**src/rtl/booth_multiplier_4bit_pkg.sv**
```systemverilog
// Shared types and constants for the sequential radix-2 Booth multiplier.
package booth_multiplier_4bit_pkg;

    localparam int unsigned WIDTH_DEF = 4;
    localparam int unsigned CNT_W_DEF = 3;

    typedef enum logic [1:0] {
        IDLE = 2'd0,
        CALC = 2'd1,
        DONE = 2'd2
    } state_e;

    typedef enum logic [1:0] {
        OP_NOP = 2'd0,
        OP_ADD = 2'd1,
        OP_SUB = 2'd2
    } booth_op_e;

    // Booth recoding of the {Qreg[0], q_1} pair.
    function automatic booth_op_e booth_op(input logic q0, input logic q_1);
        booth_op_e op;
        case ({q0, q_1})
            2'b01:   op = OP_ADD;
            2'b10:   op = OP_SUB;
            default: op = OP_NOP;
        endcase
        return op;
    endfunction

endpackage

```
**src/rtl/booth_multiplier_4bit_booth_step.sv**
```systemverilog
// One Booth iteration: conditional add/subtract of M into A, then an
// arithmetic right shift of {A, Qreg, q_1}.
module booth_step
    import booth_multiplier_4bit_pkg::*;
#(
    parameter int unsigned WIDTH = WIDTH_DEF
) (
    input  logic [WIDTH:0]   a,
    input  logic [WIDTH:0]   m,
    input  logic [WIDTH-1:0] q,
    input  logic             q_1,
    output logic [WIDTH:0]   a_nxt_c,
    output logic [WIDTH-1:0] q_nxt_c,
    output logic             q_1_nxt_c
);

    booth_op_e        op;
    logic             add_sel;
    logic [WIDTH:0]   sum;
    logic [WIDTH:0]   a_upd;

    always_comb begin
        op      = booth_op(q[0], q_1);
        add_sel = (op == OP_ADD);
        // Shared adder: 1 = add, 0 = subtract; wraps modulo 2^(WIDTH+1).
        sum     = add_sel ? (a + m) : (a - m);
        a_upd   = (op == OP_NOP) ? a : sum;
        {a_nxt_c, q_nxt_c, q_1_nxt_c} = {a_upd[WIDTH], a_upd, q};
    end

endmodule

```
**src/rtl/booth_multiplier_4bit.sv**
```systemverilog
// Sequential radix-2 Booth multiplier: start/busy/done handshake,
// WIDTH iterations per product, back-to-back accept from DONE.
module booth_multiplier_4bit
    import booth_multiplier_4bit_pkg::*;
#(
    parameter int unsigned WIDTH = WIDTH_DEF,
    parameter int unsigned CNT_W = CNT_W_DEF
) (
    input  logic                 clk,
    input  logic                 rst_n,
    input  logic                 start,
    input  logic [WIDTH-1:0]     multiplicand,
    input  logic [WIDTH-1:0]     multiplier,
    output logic [2*WIDTH-1:0]   product,
    output logic                 busy,
    output logic                 done
);

    localparam int unsigned PW = 2 * WIDTH;

    state_e             state_q, state_d;
    logic [WIDTH:0]     a_q, a_d;
    logic [WIDTH:0]     m_q, m_d;
    logic [WIDTH-1:0]   qr_q, qr_d;
    logic               q1_q, q1_d;
    logic [CNT_W-1:0]   cnt_q, cnt_d;
    logic [PW-1:0]      product_q, product_d;
    logic               busy_q, busy_d;
    logic               done_q, done_d;
    logic               load;

    logic [WIDTH:0]     step_a;
    logic [WIDTH-1:0]   step_q;
    logic               step_q1;

    booth_step #(.WIDTH(WIDTH)) u_step (
        .a         (a_q),
        .m         (m_q),
        .q         (qr_q),
        .q_1       (q1_q),
        .a_nxt_c   (step_a),
        .q_nxt_c   (step_q),
        .q_1_nxt_c (step_q1)
    );

    always_ff @(posedge clk or negedge rst_n) begin
        if (!rst_n) begin
            state_q   <= IDLE;
            a_q       <= '0;
            m_q       <= '0;
            qr_q      <= '0;
            q1_q      <= 1'b0;
            cnt_q     <= '0;
            product_q <= '0;
            busy_q    <= 1'b0;
            done_q    <= 1'b0;
        end else begin
            state_q   <= state_d;
            a_q       <= a_d;
            m_q       <= m_d;
            qr_q      <= qr_d;
            q1_q      <= q1_d;
            cnt_q     <= cnt_d;
            product_q <= product_d;
            busy_q    <= busy_d;
            done_q    <= done_d;
        end
    end

    always_comb begin
        state_d   = state_q;
        a_d       = a_q;
        m_d       = m_q;
        qr_d      = qr_q;
        q1_d      = q1_q;
        cnt_d     = cnt_q;
        product_d = product_q;
        busy_d    = busy_q;
        done_d    = 1'b0;
        load      = 1'b0;

        case (state_q)
            IDLE: begin
                load = start;
            end
            CALC: begin
                a_d   = step_a;
                qr_d  = step_q;
                q1_d  = step_q1;
                cnt_d = cnt_q - CNT_W'(1);
                if (cnt_q == CNT_W'(1)) begin
                    product_d = {step_a[WIDTH-1:0], step_q};
                    busy_d    = 1'b0;
                    done_d    = 1'b1;
                    state_d   = DONE;
                end
            end
            DONE: begin
                load    = start;
                state_d = IDLE;
            end
            default: begin
                state_d = IDLE;
                busy_d  = 1'b0;
            end
        endcase

        // Accept a new operation from IDLE or straight out of DONE.
        if (load) begin
            m_d     = {multiplicand[WIDTH-1], multiplicand};
            qr_d    = multiplier;
            a_d     = '0;
            q1_d    = 1'b0;
            cnt_d   = CNT_W'(WIDTH);
            busy_d  = 1'b1;
            state_d = CALC;
        end
    end

    assign product = product_q;
    assign busy    = busy_q;
    assign done    = done_q;

endmodule

```
**config.mk**
```make
export PLATFORM = sky130hd
export DESIGN_NAME = booth_multiplier_4bit
export DESIGN_NICKNAME = d
export VERILOG_FILES = /design/src/rtl/booth_multiplier_4bit_pkg.sv /design/src/rtl/booth_multiplier_4bit_booth_step.sv /design/src/rtl/booth_multiplier_4bit.sv
export SDC_FILE = /design/constraint.sdc
export NUM_CORES = 1
export LEC_CHECK = 0
export BUFFER_PORTS_ARGS = -buffer_cell sky130_fd_sc_hd__buf_2
export CAP_MARGIN = 25
export CORE_UTILIZATION = 50
export DETAILED_ROUTE_END_ITERATION = 6
export PLACE_DENSITY = 0.73
export SLEW_MARGIN = 20
export SYNTH_ARGS = -nofsm -noshare
export SYNTH_HDL_FRONTEND = slang
export SYNTH_SLANG_ARGS = --single-unit
```
**constraint.sdc**
```tcl
create_clock -name clk -period 5.38 [get_ports clk]
set_clock_uncertainty 0.2 [all_clocks]
set_input_delay 1.076 -clock clk [delete_from_list [all_inputs] [get_ports clk]]
set_output_delay 1.076 -clock clk [all_outputs]
set_load 0.02 [all_outputs]
```
Word-level counts from Yosys, hierarchy flattened --
Index checks and enable logic that the tools add are counted.
Cells by class: $add $sub $neg 3, eq/ne operators 9, multiplexer cells 20, reduce and logical (&&, ||, !) cells 7
Operators with widths (count):
- 2-to-1 mux 5 bit | 4
- 2-to-1 mux 4 bit | 2
- one-hot mux 2 bit (2 select lines) | 2
- 2-to-1 mux 1 bit | 7
- == test 2 x 1 -> 1 bit, second input constant | 3
- 2-to-1 mux 3 bit | 2
- AND reduction 2 bit | 3
- adder 5 bit | 1
- subtractor 5 bit | 1
- == test 2 bit, second input constant | 2
- zero test 2 bit | 2
- 2-to-1 mux 2 bit | 2
- == test 3 x 1 -> 1 bit, second input constant | 1
- inequality test 3 bit, second input constant | 1
- subtractor 3 x 1 -> 3 bit, second input constant | 1
- inequality test 2 x 1 -> 1 bit, second input constant | 1
- inequality test 2 bit, second input constant | 1
- one-hot mux 1 bit (2 select lines) | 1
- nonzero test 2 bit | 1
- OR reduction 2 bit | 1
Word-level totals: register bits 29, input bits 11, output and inout bits 10, logic and storage cells 48

Longest topological paths before layout --
Gate-level depths: netlist (run 1).
depth in word-level cells 7, depth in mapped cells 10, mapped depth without buffers 10

Modules after synthesis --
From an unflattened synthesis (run 1), not the netlist that was laid out.
Second synthesis, totals: cells, all modules 143, area, all modules 1707.9 sq um
Modules (own cells, without submodules):
- booth_multiplier_4bit | times used 1, cells each 98, area each 1348.8 sq um
- booth_step | times used 1, cells each 45, area each 359.1 sq um

Worst setup path after synthesis (run 1) --
Ideal clock, no wire load.
kind register to register, from register qr_q[0], to register product_q[7] (netlist: product[7]), setup time 0.082 ns, arrival time 2.286 ns, required time 5.098 ns, slack 2.812 ns, stages on the path, launching flop included 10, clock period less this slack 2.568 ns, path through dfrtp_1 > inv_1 > ha_1 > mux2_2 > fa_1 > a21o_1 > a21oi_2 > xnor2_1 > or3_1 > a31oi_1
Between the ends: word-level cells in the longest chain between the ends 5, elaborated cells between the ends (all ways) 7, classes of those cells 3 x eq/ne; 3 x mux; 1 x reduce/logical
Ends and longest elaborated chain:
- start, declared | line booth_multiplier_4bit.sv:24 | logic [WIDTH-1:0] qr_q, qr_d;
- start signal, assigned | line booth_multiplier_4bit.sv:61 | qr_q <= qr_d;
- == test 2 bit / == test 2 x 1 -> 1 bit (equally long branches) | line booth_multiplier_4bit_pkg.sv:22 | case ({q0, q_1})
- one-hot mux 2 bit (2 select lines) * | line booth_multiplier_4bit_pkg.sv:22
- == test 2 x 1 -> 1 bit | line booth_multiplier_4bit_booth_step.sv:24 | add_sel = (op == OP_ADD);
- 2-to-1 mux 5 bit | line booth_multiplier_4bit_booth_step.sv:26 | sum = add_sel ? (a + m) : (a - m);
- 2-to-1 mux 5 bit * | line booth_multiplier_4bit_booth_step.sv:27 | a_upd = (op == OP_NOP) ? a : sum;
- end signal, assigned | line booth_multiplier_4bit.sv:64 | product_q <= product_d;
- end, declared | line booth_multiplier_4bit.sv:27 | logic [PW-1:0] product_q, product_d;
Mark *: on every way between the ends. The rest lies on a longest branch, timed or not. A chain may end at the register's enable or synchronous reset.

Worst setup path after layout (run 1) --
Ends and elaborated chain as after synthesis.

==> impl_metrics.py, run 1 <==
metrics = {
    "timing": {
        "timing.final.crit_share": 0.508,
        "maxSlewViolCount": 0,
        "setup_tns_ps": 0,
        "period_minus_slack_ps": 2730,
        "setup_violations": 0,
        "finalHoldViolations": 0,
        "maxSlewHeadroom": 0.456,
        "fmax_mhz": 366,
        "tightestPinTransition_ps": 815,
        "rsz0062_at_grt": "false",
    },
    "power_and_ir_drop": {
        "power_density_nw_per_um2": 737,
        "ir_drop_v": 0.000423,
        "leakagePower_nw": 0.760,
    },
    "critical_path": {
        "worst-path-buf-inv": 1,
        "cp_slowest_stage_delay_ps": 430,
        "path_max_fanout": 5,
        "worstSetupEndpointType": "flip-flop",
        "worst_ep_arrival_time_ps": 2790,
        "worstPathRequired_ps": 5440,
        "start_kind": "flip-flop",
        "crit_type": "reg -> reg",
        "crit_family": "adder cells",
        "crit_start": "qr_q[0]",
        "r2r_start": "qr_q[0]",
        "cp_cell_sequence": "inv_1, ha_1, mux2_2, fa_1, a21o_1, a21oi_2, xnor2_1, or3_1, a31oi_1",
        "cpMaxStageDelayCell": "fa_1",
    },
    "synth": {
        "synth_cell_type_count": 30,
        "ys_ff_latch": 28,
        "avgSynthCellArea_sq_um": 10.0,
        "syn_area_sq_um": 1390,
        "yosys_warnings": 0,
        "netlist_instances": 139,
        "synth_nets": 160,
        "synth_seq_area_share": 0.504,
    },
    "finish": {
        "final_common_cell": "dfrtp_1",
        "drive_gt1_frac": 0.196,
        "final_cell_mix": "dfrtp_1, nand2_1, buf_2",
        "diodes": 0,
        "syn2layout_area_growth_pct": 11.0,
        "nNetsFinal": 180,
        "utilization": 0.607,
        "nFillCells": 217,
    },
    "clock_tree": {
        "cts_root_buffer": "clkbuf_4",
        "htree_num_levels": 1,
        "cts.clk_slew.worst_paths_ps": 140,
        "clock_latency_ps": 320,
        "cts.hold.buffers_added": 0,
        "ctsResizeCount": 0,
        "post_cts_buffers": 0,
        "clkSinkCount": 28,
        "cts_tree": "yes",
        "cts.path.max_buffers": 2,
        "cts-buffers-inserted": 3,
    },
    "detailed_routing": {
        "drt-total-wl_mm": 2.59,
        "viasPerCell": 5.46,
        "first_pass_iters": 4,
        "routedWlPerCell_um": 13.8,
        "drc": 0,
        "vias": 1026,
        "detail-route-antenna-nets": 0,
        "drtIter0Drc": 8,
    },
    "status": {
        "outcome": "completed",
    },
    "global_routing": {
        "grt_pass1_wl_mm": 4.37,
        "grtUsageTotal": 0.209,
        "antenna_found_initial": 0,
        "grt_max_degree": 29,
        "grt_pass1_vias": 1042,
        "grt.overflow.total": 0,
    },
    "die": {
        "core_area_sq_um": 2540,
        "start_util": 0.547,
        "die_h_um": 54.8,
        "ioPinCount": 21,
        "fp-row-count": 18,
        "dieArea_sq_um": 3000,
        "die_w_um": 54.8,
    },
    "placement": {
        "io_buffers": 20,
        "gp_congestion": 0.827,
        "dp_hpwl_mm": 1.95,
    },
    "worst_hold_path": {
        "min_from": "cnt_q[1]",
        "hold_path.class": "reg -> reg",
    },
    "job": {
        "cap_violations": 0,
    },
}
logic make-up after synthesis:
family	share of synthesized area
AND/OR/NAND/NOR	0.162
buffers and inverters	0.0288
XOR/XNOR	0.0315
multiplexers	0.0540
adder cells (fa/ha/maj)	0.0953
flip-flops	0.504
AO/OA/AOI/OAI	0.125
area by class of cell:
class                   instances  area, sq um  share of cell area
clock buffers                   4         36.3              0.0235
inverters                       5         18.8              0.0122
multi-input cells             101          651               0.421
flip-flops and latches         28          701               0.454
well taps                      30         37.5              0.0243
repair buffers                 20          100              0.0648
metrics by stage:
step	hold slack (ps)	setup WS, ps	instance area, sq um	power (mW)	instances
final	314	2650	1540	1.14	188
after global routing	347	2490	1540	1.26	188
after CTS	316	2630	1540	1.15	188
after detailed placement	282	2670	1510	1.04	184
after global placement	284	2740	1510	1.01	184
after floorplan	250	2810	1390	0.884	139
cell usage after synthesis:
master / instances / share of area
a21o_1: 1 / 0.0054
a21oi_1: 7 / 0.025
a21oi_2: 2 / 0.013
a221o_1: 1 / 0.0072
a22oi_1: 3 / 0.016
a31oi_1: 1 / 0.0045
and2_1: 1 / 0.0045
and3_1: 1 / 0.0045
buf_2: 2 / 0.0072
clkbuf_1: 3 / 0.0081
dfrtp_1: 28 / 0.50
fa_1: 1 / 0.014
ha_1: 9 / 0.081
inv_1: 5 / 0.013
mux2_2: 4 / 0.032
mux2i_1: 3 / 0.022
nand2_1: 22 / 0.059
nand2b_1: 4 / 0.018
nand3_1: 2 / 0.0072
nand3b_1: 2 / 0.011
nor2_1: 12 / 0.032
nor2_2: 1 / 0.0045
nor2b_1: 2 / 0.0090
nor3_1: 2 / 0.0072
o211ai_1: 1 / 0.0054
o21ai_0: 12 / 0.043
o31ai_1: 1 / 0.0054
or3_1: 1 / 0.0045
xnor2_1: 2 / 0.013
xor2_1: 3 / 0.019
metal layers:
metal / vias to the layer above / share of wire / global-route usage
met2: 15 / 0.52 / 0.367
met5: - / 0 / 0
met3: 5 / 0.020 / 0.0333
met4: 0 / 0.013 / 0.0726
met1: 497 / 0.44 / 0.254
li1: 509 / - / -
path summary, 6_finish.rpt:
path	endpoint	cells after the start	slack (ps)
max reg2reg	product[7]	9	2650
max in group asynchronous	a_q[1]	1	4040
min	cnt_q[1]	2	310
min reg2reg	cnt_q[1]	2	310
min in group asynchronous	product[6]	1	540
max	product[7]	9	2650
power breakdown:
part / switching [mW] / internal (mW) / leakage [nW]
sequential: 0.0747 / 0.313 / 0.340
combinational: 0.377 / 0.273 / 0.399
clock: 0.0583 / 0.0414 / 0.0210
total: 0.510 / 0.628 / 0.760
worst reg2reg max path, stage by stage (launching register included):
cell     delay [ps]
dfrtp_1         380
inv_1            80
ha_1            240
mux2_2          390
fa_1            430
a21o_1          200
a21oi_2         140
xnor2_1         120
or3_1           310
a31oi_1         160
registers in the layout, summed over array words and instances, names as in the netlist:
signal and flops:
m_q 4, a_q 4, q1_q 1, product 8, busy 1, state_q 2
qr_q 4, cnt_q 3, done 1
No activity file was read; power rests on OpenSTA's default activity.
==> inputs of run 2 (changes only) <==
- clock period: 5.38 -> 2.6 ns (I/O delays scaled with it)
==> run 2 against run 1 <==
The flow now finishes with violations (negative hold slack, negative setup slack). Global-route usage is 0.83 points higher. Largest cell class is now multi-input gates. Non-clock buffer count is 12 higher. Core utilization is 5.1 points higher. Via count is 10% higher. Cell count is 5.9% higher.
==> impl_metrics.py, run 2 (synthesis gave the netlist of run 1 again) <==
metrics = {
    "status": {
        "outcome": "complete, but fails checks",
        "violations": "negative hold slack, negative setup slack",
    },
    "global_routing": {
        "antenna_found_initial": 0,
        "grt.overflow.total": 0,
        "grtUsageTotal": 0.217,
        "grt_pass1_vias": 986,
        "grt_max_degree": 29,
        "grt_pass1_wl_mm": 4.37,
    },
    "timing": {
        "maxSlewViolCount": 0,
        "setup_violations": 1,
        "tightestPinTransition_ps": 614,
        "maxSlewHeadroom": 0.590,
        "rsz0062_at_grt": "true",
        "worst_slack_ps": -7.05,
        "period_minus_slack_ps": 2610,
        "finalHoldViolations": 26,
        "timing.final.crit_share": 1.00,
        "fmax_mhz": 384,
        "whs_ps": -15.8,
    },
    "critical_path": {
        "start_kind": "flip-flop",
        "worstPathRequired_ps": 2660,
        "worstReg2RegEnd": "product[7]",
        "regToRegSetupSlack_ps": -7,
        "reg2regPathDepth": 9,
        "crit_type": "reg -> reg",
        "worst_ep_arrival_time_ps": 2660,
        "worstSetupEndpointType": "flip-flop",
        "r2r_start": "m_q[0]",
        "path_max_fanout": 4,
    },
    "clock_tree": {
        "cts-buffers-inserted": 3,
        "cts.clk_slew.worst_paths_ps": 140,
        "cts.hold.buffers_added": 0,
        "cts_tree": "yes",
        "htree_num_levels": 1,
        "clock_latency_ps": 320,
        "cts_root_buffer": "clkbuf_4",
        "cts.path.max_buffers": 2,
        "clkSinkCount": 28,
    },
    "finish": {
        "nFillCells": 213,
        "syn2layout_area_growth_pct": 20.3,
        "diodes": 0,
        "largest_reg_flops": 8,
        "drive_gt1_frac": 0.296,
        "design_area_sq_um": 1670,
        "final_cell_mix": "dfrtp_1, nand2_1, buf_2",
        "nNetsFinal": 192,
        "final_common_cell": "dfrtp_1",
    },
    "placement": {
        "gp_congestion": 0.859,
        "dpl_cell_area_sq_um": 1550,
        "pre_cts_ws_ps": -78.2,
        "dp_hpwl_mm": 2.07,
        "io_buffers": 20,
    },
    "die": {
        "ioPinCount": 21,
        "dieArea_sq_um": 3000,
        "start_util": 0.547,
        "core_area_sq_um": 2540,
        "fp-row-count": 18,
        "die_h_um": 54.8,
        "die_w_um": 54.8,
    },
    "detailed_routing": {
        "detail-route-antenna-nets": 0,
        "drtIter0Drc": 40,
        "vias": 1133,
        "drt-total-wl_mm": 3.06,
        "drc": 0,
        "first_pass_iters": 4,
        "viasPerCell": 5.69,
        "routedWlPerCell_um": 15.4,
    },
    "job": {
        "cap_violations": 0,
    },
    "worst_hold_path": {
        "hold_path.class": "in -> async",
    },
}
-- run 2: worst max-delay path, stage by stage, from the launching register on --
cell and delay (ps):
dfrtp_1 430, inv_2 100, ha_4 200, mux2_4 290, fa_2 380, a21o_1 180, a21oi_2 200, xnor2_2 110
or3_1 310, a31oi_1 140
-- run 2: through the flow --
stage           util  instances  setup TNS [ps]
4_1_cts        0.631        195               0
6_report       0.658        199           -7.05
5_1_grt        0.658        199           -74.0
3_5_place_dp   0.607        189           -78.2
3_3_place_gp   0.607        189               0
2_1_floorplan      -        139               0
-- run 2: worst max-delay path by stage --
stage | start | to | slack [ps] | cells after the start
floorplan | qr_q[0] | product[7] | 30 | 9
global placement | qr_q[0] | product[7] | 30 | 9
detailed placement | m_q[1] | product[7] | -80 | 9
CTS | m_q[0] | product[7] | 20 | 9
global route | m_q[0] | product[7] | -70 | 9
finish | m_q[0] | product[7] | -7 | 9
-- run 2: repair_timing --
action / CTS / global route
gates cloned: 0 / 0
setup endpoints to repair: 1 / 2
pin swaps: 3 / 8
resized for setup: 4 / 7
buffers inserted: 3 / 4
-- run 2: metal layers --
metal | vias to the layer above | wire length [um] | track usage
met5 | - | 0 | 0
met4 | 0 | 61 | 0.0940
met3 | 8 | 93 | 0.0333
met2 | 25 | 1650 | 0.376
met1 | 567 | 1250 | 0.263
li1 | 533 | - | -
-- run 2: final cells by class --
class                           count  area [sq um]  area share
Tap cell                           30          37.5      0.0224
Timing Repair Buffer               32           190       0.114
Sequential cell                    28           701       0.419
Multi-Input combinational cell    101           704       0.421
Clock buffer                        3          22.5      0.0135
Inverter                            5          18.8      0.0112
Power of run 2 is not shown: default switching activity piles up to over one toggle a cycle in this logic, so the estimate is an artifact.
==> inputs of run 3 (changes only) <==
- CORE_ASPECT_RATIO: unset -> 0.7
==> run 3 against run 2 <==
The flow now finishes without violations. Sequential cell count did not move. Design area rose by 0.60%. First-iteration DRC count rose by 55%. Sequential share of layout area fell by 0.25 points. Via count fell by 3.0%. Hold slack improved by 74 ps.
==> impl_metrics.py, run 3 (synthesis gave the netlist of run 1 again) <==
metrics = {
    "detailed_routing": {
        "detail-route-antenna-nets": 0,
        "first_pass_iters": 4,
        "routedWlPerCell_um": 14.8,
        "drtIter0Drc": 62,
        "drc": 0,
        "vias": 1099,
        "drt-total-wl_mm": 2.99,
        "viasPerCell": 5.44,
    },
    "die": {
        "dieArea_sq_um": 3000,
        "start_util": 0.545,
        "die_h_um": 46.1,
        "ioPinCount": 21,
        "fp-row-count": 15,
        "die_w_um": 65.1,
        "core_area_sq_um": 2550,
    },
    "clock_tree": {
        "clock_latency_ps": 270,
        "cts.path.max_buffers": 2,
        "htree_num_levels": 1,
        "cts.clk_slew.worst_paths_ps": 90,
        "cts.hold.buffers_added": 0,
        "cts_root_buffer": "clkbuf_8",
        "clkSinkCount": 28,
        "cts_tree": "yes",
        "cts-buffers-inserted": 3,
    },
    "finish": {
        "nFillCells": 204,
        "syn2layout_area_growth_pct": 21.0,
        "final_cell_mix": "dfrtp_1, nand2_1, buf_2",
        "drive_gt1_frac": 0.298,
        "utilization": 0.660,
        "diodes": 0,
        "largest_reg_flops": 8,
        "multi_input_area_sq_um": 694,
        "final_common_cell": "dfrtp_1",
        "nNetsFinal": 191,
        "regArea_sq_um": 701,
    },
    "global_routing": {
        "antenna_found_initial": 0,
        "grt_max_degree": 29,
        "grtUsageTotal": 0.212,
        "grt_pass1_vias": 1018,
        "grt_pass1_wl_mm": 4.55,
        "grt.overflow.total": 0,
    },
    "placement": {
        "gp_congestion": 0.833,
        "pre_cts_ws_ps": -69.7,
        "io_buffers": 20,
        "dp_hpwl_mm": 2.02,
    },
    "timing": {
        "setup_violations": 0,
        "whs_ps": 58.3,
        "tightestPinTransition_ps": 784,
        "maxSlewViolCount": 0,
        "worst_slack_ps": 2.50,
        "rsz0062_at_grt": "true",
        "timing.final.crit_share": 0.999,
        "fmax_mhz": 385,
        "finalHoldViolations": 0,
        "period_minus_slack_ps": 2600,
        "maxSlewHeadroom": 0.476,
        "setup_tns_ps": 0,
    },
    "critical_path": {
        "worstSetupEndpointType": "flip-flop",
        "reg2regPathDepth": 9,
        "worst_ep_arrival_time_ps": 2590,
        "path_max_fanout": 4,
        "crit_type": "reg -> reg",
        "worstPathRequired_ps": 2590,
        "crit_start": "m_q[1]",
        "r2r_start": "m_q[1]",
        "start_kind": "flip-flop",
    },
    "worst_hold_path": {
        "hold_path.class": "in -> async",
    },
    "job": {
        "cap_violations": 0,
    },
    "status": {
        "outcome": "completed",
    },
}
run 3: layer usage:
| layer | up-vias | routed length (um) | global-route usage |
|---|---|---|---|
| met5 | - | 0 | 0 |
| met4 | 0 | 53 | 0.0522 |
| met3 | 6 | 123 | 0.0594 |
| met2 | 28 | 1510 | 0.369 |
| met1 | 537 | 1300 | 0.268 |
| li1 | 528 | - | - |
run 3: layout make-up:
cell class              instances  share of cell area
flip-flops and latches         28               0.416
multi-input cells             101               0.412
inverters                       5              0.0111
well taps                      34              0.0253
repair buffers                 31               0.111
clock buffers                   3              0.0245
run 3: worst paths after layout:
check,end,slack (ps)
min,product[7],60
max reg2reg,product[7],2
min reg2reg,cnt_q[1],300
min in group clk,m_q[2],240
max in group asynchronous,qr_q[1],1730
max,product[7],2
run 3: worst max-delay path: stages, from the launching register on:
cell and delay [ps]:
dfrtp_1 420, inv_2 90, ha_4 200, mux2_4 280, fa_2 360, a21o_1 190
a21oi_2 170, xnor2_2 100, or3_1 340, a31oi_1 180
run 3: repair_timing:
item | CTS | global route
pin swaps | 2 | 10
buffers inserted | 2 | 4
endpoints found under the setup margin | 1 | 4
gates resized for setup | 2 | 10
run 3: stage by stage:
| stage | instances | cell area [sq um] |
|---|---|---|
| floorplan | 139 | 1390 |
| global placement | 193 | 1550 |
| detailed placement | 193 | 1550 |
| CTS | 198 | 1610 |
| global route | 202 | 1680 |
| finish | 202 | 1680 |
Power of run 3 is left out for the same reason.
